$ cat src/rtl/accumulator_ctrl.sv
// ---------------------------------------------------------------------------
// accumulator_ctrl
//
// Purpose:
//   Consumer side of the ula interface. Holds an accumulator register, feeds
//   its registered copy and a command operand to the combinational ula,
//   captures the ula result back into the accumulator and reports status
//   flags. Commands arrive on a valid/ready port, one in flight at a time,
//   with a fixed three-cycle turnaround (IDLE -> EXEC -> DONE -> IDLE).
//
// Ports:
//   clock_in       in   1      system clock, rising edge
//   reset_in       in   1      synchronous, active-high reset
//   cmd_valid_in   in   1      command present
//   cmd_ready_out  out  1      high only in IDLE; accept on valid & ready
//   cmd_op_in      in   2      00 LOAD, 01 ADD, 10 SUB, 11 CLEAR
//   operand_in     in   WIDTH  command operand
//   A_out          out  WIDTH  ula A_in (registered accumulator copy)
//   B_out          out  WIDTH  ula B_in (registered operand)
//   operation_out  out  1      ula operation: 0 = A+B, 1 = A-B
//   alu_in         in   WIDTH  ula alu_out
//   acc_out        out  WIDTH  accumulator value
//   done_out       out  1      one-cycle pulse when a command completes
//   zero_out       out  1      accumulator == 0 after last write-back
//   neg_out        out  1      accumulator MSB after last write-back
//   ovf_out        out  1      signed overflow of last ADD/SUB
//
// Configuration:
//   ACC_OVF_FLAG_EN  defined   -> ovf_out reports signed overflow.
//                    undefined -> ovf_out is tied low, no overflow logic.
// ---------------------------------------------------------------------------
module accumulator_ctrl #(
    parameter int WIDTH = 11
) (
    input  logic             clock_in,
    input  logic             reset_in,
    input  logic             cmd_valid_in,
    output logic             cmd_ready_out,
    input  logic [1:0]       cmd_op_in,
    input  logic [WIDTH-1:0] operand_in,
    output logic [WIDTH-1:0] A_out,
    output logic [WIDTH-1:0] B_out,
    output logic             operation_out,
    input  logic [WIDTH-1:0] alu_in,
    output logic [WIDTH-1:0] acc_out,
    output logic             done_out,
    output logic             zero_out,
    output logic             neg_out,
    output logic             ovf_out
);

    typedef enum logic [1:0] {
        ST_IDLE = 2'd0,
        ST_EXEC = 2'd1,
        ST_DONE = 2'd2
    } state_t;

    localparam logic [1:0] OP_LOAD  = 2'b00;
    localparam logic [1:0] OP_ADD   = 2'b01;
    localparam logic [1:0] OP_SUB   = 2'b10;
    localparam logic [1:0] OP_CLEAR = 2'b11;

    state_t             state_q, state_d;
    logic [1:0]         op_q, op_d;
    logic [WIDTH-1:0]   a_q, a_d;
    logic [WIDTH-1:0]   b_q, b_d;
    logic               sub_q, sub_d;
    logic [WIDTH-1:0]   acc_q, acc_d;
    logic               ready_q, ready_d;
    logic               done_q, done_d;
    logic               zero_q, zero_d;
    logic               neg_q, neg_d;
    logic [WIDTH-1:0]   wb_value;

    // Value written into the accumulator at the end of EXEC.
    always_comb begin
        wb_value = '0;
        case (op_q)
            OP_LOAD:  wb_value = b_q;
            OP_ADD:   wb_value = alu_in;
            OP_SUB:   wb_value = alu_in;
            OP_CLEAR: wb_value = '0;
            default:  wb_value = '0;
        endcase
    end

    always_comb begin
        state_d = state_q;
        op_d    = op_q;
        a_d     = a_q;
        b_d     = b_q;
        sub_d   = sub_q;
        acc_d   = acc_q;
        ready_d = ready_q;
        done_d  = 1'b0;
        zero_d  = zero_q;
        neg_d   = neg_q;
        case (state_q)
            ST_IDLE: begin
                ready_d = 1'b1;
                if (cmd_valid_in && ready_q) begin
                    op_d    = cmd_op_in;
                    a_d     = acc_q;
                    b_d     = operand_in;
                    sub_d   = (cmd_op_in == OP_SUB);
                    state_d = ST_EXEC;
                    ready_d = 1'b0;
                end
            end
            ST_EXEC: begin
                // Ula operands have been stable for a full cycle; commit.
                acc_d   = wb_value;
                zero_d  = (wb_value == '0);
                neg_d   = wb_value[WIDTH-1];
                done_d  = 1'b1;
                state_d = ST_DONE;
            end
            ST_DONE: begin
                // ready rises together with the return to IDLE so the
                // registered ready always matches the state.
                ready_d = 1'b1;
                state_d = ST_IDLE;
            end
            default: begin
                ready_d = 1'b1;
                state_d = ST_IDLE;
            end
        endcase
    end

    always_ff @(posedge clock_in) begin
        if (reset_in) begin
            state_q <= ST_IDLE;
            op_q    <= OP_LOAD;
            a_q     <= '0;
            b_q     <= '0;
            sub_q   <= 1'b0;
            acc_q   <= '0;
            ready_q <= 1'b1;
            done_q  <= 1'b0;
            zero_q  <= 1'b0;
            neg_q   <= 1'b0;
        end else begin
            state_q <= state_d;
            op_q    <= op_d;
            a_q     <= a_d;
            b_q     <= b_d;
            sub_q   <= sub_d;
            acc_q   <= acc_d;
            ready_q <= ready_d;
            done_q  <= done_d;
            zero_q  <= zero_d;
            neg_q   <= neg_d;
        end
    end

`ifdef ACC_OVF_FLAG_EN
    logic ovf_q, ovf_d;
    logic a_msb, b_msb, r_msb;

    assign a_msb = a_q[WIDTH-1];
    assign b_msb = b_q[WIDTH-1];
    assign r_msb = alu_in[WIDTH-1];

    // Signed overflow: result sign differs from A while the operand signs
    // make overflow possible (equal for ADD, opposite for SUB).
    always_comb begin
        ovf_d = ovf_q;
        if (state_q == ST_EXEC) begin
            case (op_q)
                OP_ADD:  ovf_d = (a_msb == b_msb) && (r_msb != a_msb);
                OP_SUB:  ovf_d = (a_msb != b_msb) && (r_msb != a_msb);
                default: ovf_d = 1'b0;
            endcase
        end
    end

    always_ff @(posedge clock_in) begin
        if (reset_in) begin
            ovf_q <= 1'b0;
        end else begin
            ovf_q <= ovf_d;
        end
    end

    assign ovf_out = ovf_q;
`else
    assign ovf_out = 1'b0;
`endif

    assign cmd_ready_out = ready_q;
    assign A_out         = a_q;
    assign B_out         = b_q;
    assign operation_out = sub_q;
    assign acc_out       = acc_q;
    assign done_out      = done_q;
    assign zero_out      = zero_q;
    assign neg_out       = neg_q;

endmodule

$ cat config.mk
export PLATFORM = sky130hd
export DESIGN_NAME = accumulator_ctrl
export DESIGN_NICKNAME = d
export VERILOG_FILES = /design/src/rtl/accumulator_ctrl.sv
export SDC_FILE = /design/constraint.sdc
export NUM_CORES = 1
export LEC_CHECK = 0
export ABC_CLOCK_PERIOD_IN_PS = 2100
export CORE_MARGIN = 4
export CORE_UTILIZATION = 42
export CTS_CLUSTER_DIAMETER = 30
export DETAILED_ROUTE_END_ITERATION = 12
export PLACE_DENSITY = 0.85
export SLEW_MARGIN = 10
export SYNTH_ARGS = -nofsm -noshare
export SYNTH_HDL_FRONTEND = slang
export SYNTH_SLANG_ARGS = --single-unit
$ cat constraint.sdc
create_clock -name clock_in -period 2.1 [get_ports clock_in]
set_input_delay 0.42 -clock clock_in [delete_from_list [all_inputs] [get_ports clock_in]]
set_output_delay 0.42 -clock clock_in [all_outputs]
set_load 0.02 [all_outputs]
### Yosys cells after proc, flatten, opt, wreduce, memory -nomap -nowiden

Index checks and enable logic that the tools add are counted.
W data, S select, Z words.

| word-level totals | value |
|---|---|
| output and inout port bits | 39 |
| register bits after elaboration | 42 |
| RAM bits | 0 |
| ROM bits | 0 |
| latch bits | 0 |
| memories kept | 0 |

| operators by class | value |
|---|---|
| divide/modulo/power cells | 0 |
| add/sub/neg operators | 0 |
| equal/unequal tests | 6 |
| multiplexer cells | 6 |
| reduce and logical (&&, ||, !) cells | 6 |
| shift-type cells | 0 |
| multiply operators | 0 |
| magnitude comparators | 0 |
| bitwise logic cells | 0 |

Operator list:

| kind | count |
|---|---|
| $pmux W11 S3 | 1 |
| $logic_not A11 Y1 | 1 |
| $eq A2 B2 Y1 const B | 3 |
| $eq A2 B1 Y1 const B | 2 |
| $logic_not A2 Y1 | 2 |
| $pmux W2 S2 | 1 |
| $mux W1 | 2 |
| $mux W2 | 1 |
| $ne A2 B2 Y1 const B | 1 |
| $pmux W1 S2 | 1 |
| $reduce_and A2 Y1 | 1 |
| $reduce_or A2 Y1 | 1 |
| $logic_and A1 B1 Y1 | 1 |

### Logic depth before layout (Yosys ltp)

Gate-level depths: netlist (run 1).

| depth | value |
|---|---|
| word-level depth | 4 |
| depth in mapped cells | 7 |

### Worst setup path before layout (run 1)

No wires, ideal clock.

| path | value |
|---|---|
| path kind | reg-to-reg |
| start | register op_q[0] |
| end | register zero_q, in the netlist zero_out |
| data arrival time | 1.545 ns |
| buffers on the path | 0 |
| path slack | 0.488 ns |
| stages on the path, launching flop included | 7 |
| clock period less this slack | 1.612 ns |
| library setup time | 0.067 ns |
| cell sequence | dfxtp_1 > inv_1 > ha_1 > or4_1 > o32ai_1 > o211ai_1 > a21oi_2 |

| between the ends | value |
|---|---|
| word-level cells in the longest chain between the ends | 4 |
| elaborated cells on any way between the ends | 7 |
| those cells by class | eq/ne: 3; mux: 1; reduce/logical: 3 |

Ends and longest elaborated chain:

| item | RTL line | text |
|---|---|---|
| from (decl) | 64 | `logic [1:0] op_q, op_d;` |
| from (signal assigned) | 145 | `op_q <= op_d;` |
| $eq A2 B2 Y1 / $eq A2 B1 Y1 (equally long branches) | 78 | `case (op_q)` |
| $reduce_or A2 Y1 (no line) | n/a |  |
| $pmux W11 S3 * | 78 |  |
| $logic_not A11 Y1 * | 113 | `zero_d = (wb_value == '0);` |
| to (signal assigned) | 152 | `zero_q <= zero_d;` |
| to (decl) | 71 | `logic zero_q, zero_d;` |

Every way passes the cells marked *; elsewhere a longest branch is shown, timed or not.
A chain may end at the register's enable or synchronous reset.

### Worst setup path after layout (run 1)

| path | value |
|---|---|
| start | register b_q[9], in the netlist B_out[9] |
| end | output B_out[9] |

RTL lines:

| item | RTL line | text |
|---|---|---|
| from (decl) | 66 | `logic [WIDTH-1:0] b_q, b_d;` |
| from (signal assigned) | 136 | `b_q <= '0;` |
| from (signal assigned) | 147 | `b_q <= b_d;` |
| to (decl) | 42 | `output logic [WIDTH-1:0] B_out,` |

No word-level cell between the ends.

==> results of run 1 <==
==> synth_stat cells <==
cell and instances:
a211oi_1 11, a21oi_1 27, a21oi_2 1, and3_1 12
buf_1 1, buf_2 5, buf_4 2, clkbuf_1 8
conb_1 1, dfxtp_1 41, ha_1 1, inv_1 4
nand2_1 50, nand2b_1 1, nand3b_1 1, nor2_1 14
nor2b_1 1, nor3_1 10, nor4_1 2, nor4b_1 1
nor4b_2 1, o211ai_1 1, o311ai_0 1, o32ai_1 1
or4_1 2, or4b_1 1
==> layout make-up <==
class / instances / area [µm²] / share of cell area, %
Clock buffer: 7 / 86.3 / 3.59
Inverter: 4 / 15.0 / 0.624
Multi-Input combinational cell: 140 / 723 / 30.1
Sequential cell: 41 / 821 / 34.1
Tap cell: 48 / 60.1 / 2.50
Timing Repair Buffer: 72 / 701 / 29.1
==> routing by layer <==
| metal | share of wire (%) | wire length, µm | track usage [%] | up-vias |
|---|---|---|---|---|
| li1 | - | - | - | 809 |
| met3 | 6.0 | 253 | 4.89 | 4 |
| met2 | 46 | 1920 | 27.6 | 55 |
| met5 | 0 | 0 | 0 | - |
| met1 | 47 | 1980 | 22.7 | 713 |
| met4 | 1.2 | 51 | 5.74 | 0 |
==> power breakdown <==
part / switching [W] / total [W] / internal (W) / leakage, nW
clock: 0.000242 / 0.000503 / 0.000260 / 0.0443
combinational: 0.000198 / 0.000384 / 0.000186 / 0.515
sequential: 0.0000418 / 0.000867 / 0.000825 / 0.335
total: 0.000482 / 0.00175 / 0.00127 / 0.894
==> flip-flops by register name, indices dropped and copies added, names as in the netlist <==
register       flops
A_out             11
B_out             11
acc_out           11
op_q               2
state_q            2
cmd_ready_out      1
done_out           1
operation_out      1
zero_out           1
==> final timing paths <==
path,cells after the start,end,from
worst min-delay path,2,A_out[5]$_SDFFE_PP0P_,A_out[5]$_SDFFE_PP0P_
worst max-delay path,1,B_out[9],B_out[9]$_SDFFE_PP0P_
worst min register to register,2,A_out[5]$_SDFFE_PP0P_,A_out[5]$_SDFFE_PP0P_
worst max register to register,6,zero_out$_SDFFE_PP0P_,op_q[0]$_SDFFE_PP0P_
==> stage by stage <==
stage	setup WS (ns)	util (%)
final	0.318	65.2
after global routing	0.246	65.2
after CTS	0.306	65.2
after detailed placement	0.0829	62.9
after global placement	0.120	62.9
after floorplan	0.488	-
==> logic make-up after synthesis <==
family,count (synthesis)
and+or+nand+nor,96
AOI/OAI and AO/OA,42
DFF,41
buffers and inverters,20
adders and majority gates,1
other,1
==> results_dict.tcl, run 1 <==
set metrics [dict create \
    status "completed" \
    synth_warnings 0 \
    start_kind "register" \
    power_w 0.00175 \
    cp-end-kind "output pin" \
    antenna_cells 0 \
    worst_hold_slack_ns 0.454 \
    core_um2 3690 \
    fin_tns_setup_ns 0 \
    period_needed_ns 1.78 \
    grt_overflow 0 \
    finalNonFillerCells 312 \
    htreeDepth 2 \
    stdcell_area_um2 2410 \
    placed_area_um2 2320 \
    initial_core_util_pct 44.0 \
    rsz0062_at_grt "false" \
    critPathKind "register to output pin" \
    worstPathMaxFanout 4 \
    synth.yosys.seq_area_share_pct 50.5 \
    vdd_ir_drop_max_uv 429 \
    fill_cells 343 \
    drive_gt1_share_pct 6.06 \
    cp_num_buf_inv 1 \
    cts_tree "done" \
    grt.total_usage_pct 17.4 \
    final_common_cell "clkdlybuf4s50_1" \
    placed_cells 305 \
    grt_pass1_vias 1508 \
    cts.hold.buffers_added 0 \
    max_stage_delay_ns 0.65 \
    synth_compound_area_share_pct 15.5 \
    yosys-top-cells-area "dfxtp_1 (51%), nand2_1 (12%), a21oi_1 (8.3%), a211oi_1 (5.1%), and3_1 (4.6%)" \
    cts.sinks 41 \
    synth_cell_types 26 \
    grt_pass1_wl_um 6960 \
    port_buffers 64 \
    firstDrtPassIters 4 \
    syn_area_um2 1620 \
    die_height_um 70.2 \
    syn2layout_area_growth_pct 48.2 \
    critical_path_arrival_ns 1.36 \
    drt-vias-per-instance 5.07 \
    yosys.area_share.simple_pct 27.5 \
    drtAntennaViolNets 0 \
    cap_violations 0 \
    post_cts_buffers 0 \
    synthAdderAreaFrac_pct 0.770 \
    muxShareOfSynthArea_pct 0 \
    wl_per_cell_um 13.4 \
    required_ns 1.68 \
    clk_latency_ns 0.28 \
    drt_iter0_markers 71 \
    hold_viol 0 \
    synth_top_cell_by_area "dfxtp_1" \
    slew_violations 0 \
    cts_root_buf "clkbuf_8" \
    io-pin-count 66 \
    timing.final.crit_share_pct 84.8 \
    numCtsBuffers 5 \
    synth_top_family_by_area "simple AND/OR/NAND/NOR gates" \
    syn_avg_cell_area_um2 8.08 \
    fp.dieW_um 70.2 \
    leakagePower_nw 0.894 \
    rrSetupSlack_ns 0.40 \
    synth-seq-cells 41 \
    row_count 22 \
    antenna_found_initial 0 \
    synthCells 201 \
    dieArea_um2 4930 \
    skew_ns 0.00301 \
    worstPathCellList "clkdlybuf4s50_1" \
    setup_viol 0 \
    cts_buffer_depth 2 \
    synth.net_count 229 \
    layout_common_cells "clkdlybuf4s50_1 (64), nand2_1 (50), dfxtp_1 (41)" \
    dp.final_hpwl_um 3150 \
    crit_slowest_cell "clkdlybuf4s50_1" \
    wirelength_um 4200 \
    yosys.area.top_type_share_pct 50.5 \
    powerDensity_nw_per_um2 729 \
    critPathTopFamily "buffers and inverters" \
    num_vias 1581 \
    hp-class "register to register" \
    fin_nets 292 \
    gp_congestion 0.875 \
    cts_resized 0 \
    synth_xor_area_share_pct 0 \
    post-route-drc-count 0 \
    fmaxAchievable_mhz 561 \
    grt_max_degree 21 \
    path_clk_slew_ns 0.07 \
]
No activity file was read; power rests on OpenSTA's default activity.
==> run 2, diff against run 1 <==
--- a/config.mk
+++ b/config.mk
@@ -5,7 +5,7 @@
 export SDC_FILE = /design/constraint.sdc
 export NUM_CORES = 1
 export LEC_CHECK = 0
-export ABC_CLOCK_PERIOD_IN_PS = 2100
+export ABC_CLOCK_PERIOD_IN_PS = 1780
 export CORE_MARGIN = 4
 export CORE_UTILIZATION = 42
 export CTS_CLUSTER_DIAMETER = 30
==> constraint.sdc (replaced) <==
create_clock -name clock_in -period 1.78 [get_ports clock_in]
set_input_delay 0.356 -clock clock_in [delete_from_list [all_inputs] [get_ports clock_in]]
set_output_delay 0.356 -clock clock_in [all_outputs]
set_load 0.02 [all_outputs]
==> results_dict.tcl, run 2 (synthesis results as in run 1) <==
set metrics [dict create \
    clk_latency_ns 0.29 \
    dp_slack_ns -0.186 \
    numCtsBuffers 5 \
    worstPathMaxFanout 2 \
    drt_iter0_markers 83 \
    clock_power_share_pct 28.8 \
    worstSetupStartpoint "op_q[0]$_SDFFE_PP0P_" \
    p_int_w 0.00150 \
    start_kind "register" \
    leakagePower_nw 0.899 \
    syn2layout_area_growth_pct 48.9 \
    powerDensity_nw_per_um2 860 \
    initial_core_util_pct 44.0 \
    whs_path_depth 2 \
    skew_ns 0.00170 \
    fmaxAchievable_mhz 589 \
    drt-vias-per-instance 5.13 \
    critical_path_arrival_ns 1.93 \
    r2r_start "op_q[0]$_SDFFE_PP0P_" \
    cts.sinks 41 \
    cts_root_buf "clkbuf_8" \
    slew_violations 0 \
    path_clk_slew_ns 0.07 \
    holdPathEnd "A_out[0]$_SDFFE_PP0P_" \
    worst-r2r-cell-count 6 \
    fin_nets 292 \
    die_height_um 70.2 \
    stdcell_area_um2 2420 \
    drive_gt1_share_pct 6.06 \
    cts.hold.buffers_added 0 \
    period_needed_ns 1.70 \
    antenna_found_initial 0 \
    min_from "A_out[0]$_SDFFE_PP0P_" \
    gp_congestion 0.859 \
    grt_max_degree 41 \
    num_vias 1599 \
    setup_viol 0 \
    cts_tree "done" \
    hold_viol 0 \
    hp-class "register to register" \
    rrSetupSlack_ns 0.08 \
    port_buffers 64 \
    cp-end-kind "register" \
    dp.final_hpwl_um 3180 \
    wirelength_um 4270 \
    final_common_cell "clkdlybuf4s50_1" \
    row_count 22 \
    cap_violations 0 \
    rr_endpoint "zero_out$_SDFFE_PP0P_" \
    rsz0062_at_grt "false" \
    worst_hold_slack_ns 0.455 \
    fin_util_pct 65.6 \
    antenna_cells 0 \
    vdd_ir_drop_max_uv 484 \
    critPathKind "register to register" \
    seqPwrFrac_pct 49.1 \
    required_ns 2.01 \
    cts_resized 0 \
    grt_overflow 0 \
    p_comb_share_pct 22.1 \
    netSwitchingPower_w 0.000575 \
    post_cts_buffers 0 \
    drtAntennaViolNets 0 \
    wl_per_cell_um 13.7 \
    post-route-drc-count 0 \
    setup_ws_ns 0.0818 \
    p_sw_share_pct 27.7 \
    status "completed" \
    firstDrtPassIters 4 \
    cts_buffer_depth 2 \
    fin_tns_setup_ns 0 \
    dieArea_um2 4930 \
    htreeDepth 2 \
    fp.dieW_um 70.2 \
    placed_area_um2 2330 \
    core_um2 3690 \
    grt_pass1_vias 1521 \
    io-pin-count 66 \
    layout_common_cells "clkdlybuf4s50_1 (64), nand2_1 (50), dfxtp_1 (41)" \
    timing.final.crit_share_pct 95.4 \
    grt.total_usage_pct 17.8 \
    grt_pass1_wl_um 6920 \
]
run 2: metal layers:
metal  up-vias  track usage (%)  part of all wire, %
met1       720             22.2                   43
met4         0             7.23                  2.0
met3        10             7.05                  7.9
li1        806                -                    -
met5         -                0                    0
met2        63             27.2                   47
run 2: stage by stage:
step / power (W) / std cells
after global placement: 0.00149 / 305
after CTS: 0.00209 / 312
after detailed placement: 0.00150 / 305
final: 0.00208 / 312
after floorplan: 0.00127 / 201
after global routing: 0.00218 / 312
run 2: cell type report:
class                      instances  area [µm²]
sequential                        41         821
tap                               48        60.1
multi-input combinational        140         723
timing repair buffer              72         713
fill                             326        1270
inverter                           4        15.0
clock buffer                       7        86.3
run 2: critical path, cell delays in order (launching register included):
cell,delay [ns]
dfxtp_1,0.33
inv_1,0.05
ha_1,0.22
or4_1,0.51
o32ai_1,0.25
o211ai_1,0.15
a21oi_2,0.13
run 2: power by group through the flow:
stage	combinational, W	sequential, W	clock, W
floorplan	0.000183	0.00109	0
global placement	0.000452	0.00104	0
detailed placement	0.000458	0.00104	0
CTS	0.000461	0.00102	0.000610
global route	0.000500	0.00103	0.000648
finish	0.000460	0.00102	0.000598
run 2: how the worst max path moves through the flow:
stage	to	slack, ns	cells after the start
after floorplan	zero_out$_SDFFE_PP0P_	0.17	6
after global placement	zero_out$_SDFFE_PP0P_	-0.13	5
after detailed placement	zero_out$_SDFFE_PP0P_	-0.19	5
after CTS	B_out[6]	0.07	1
after global routing	zero_out$_SDFFE_PP0P_	0.009	6
final	zero_out$_SDFFE_PP0P_	0.08	6
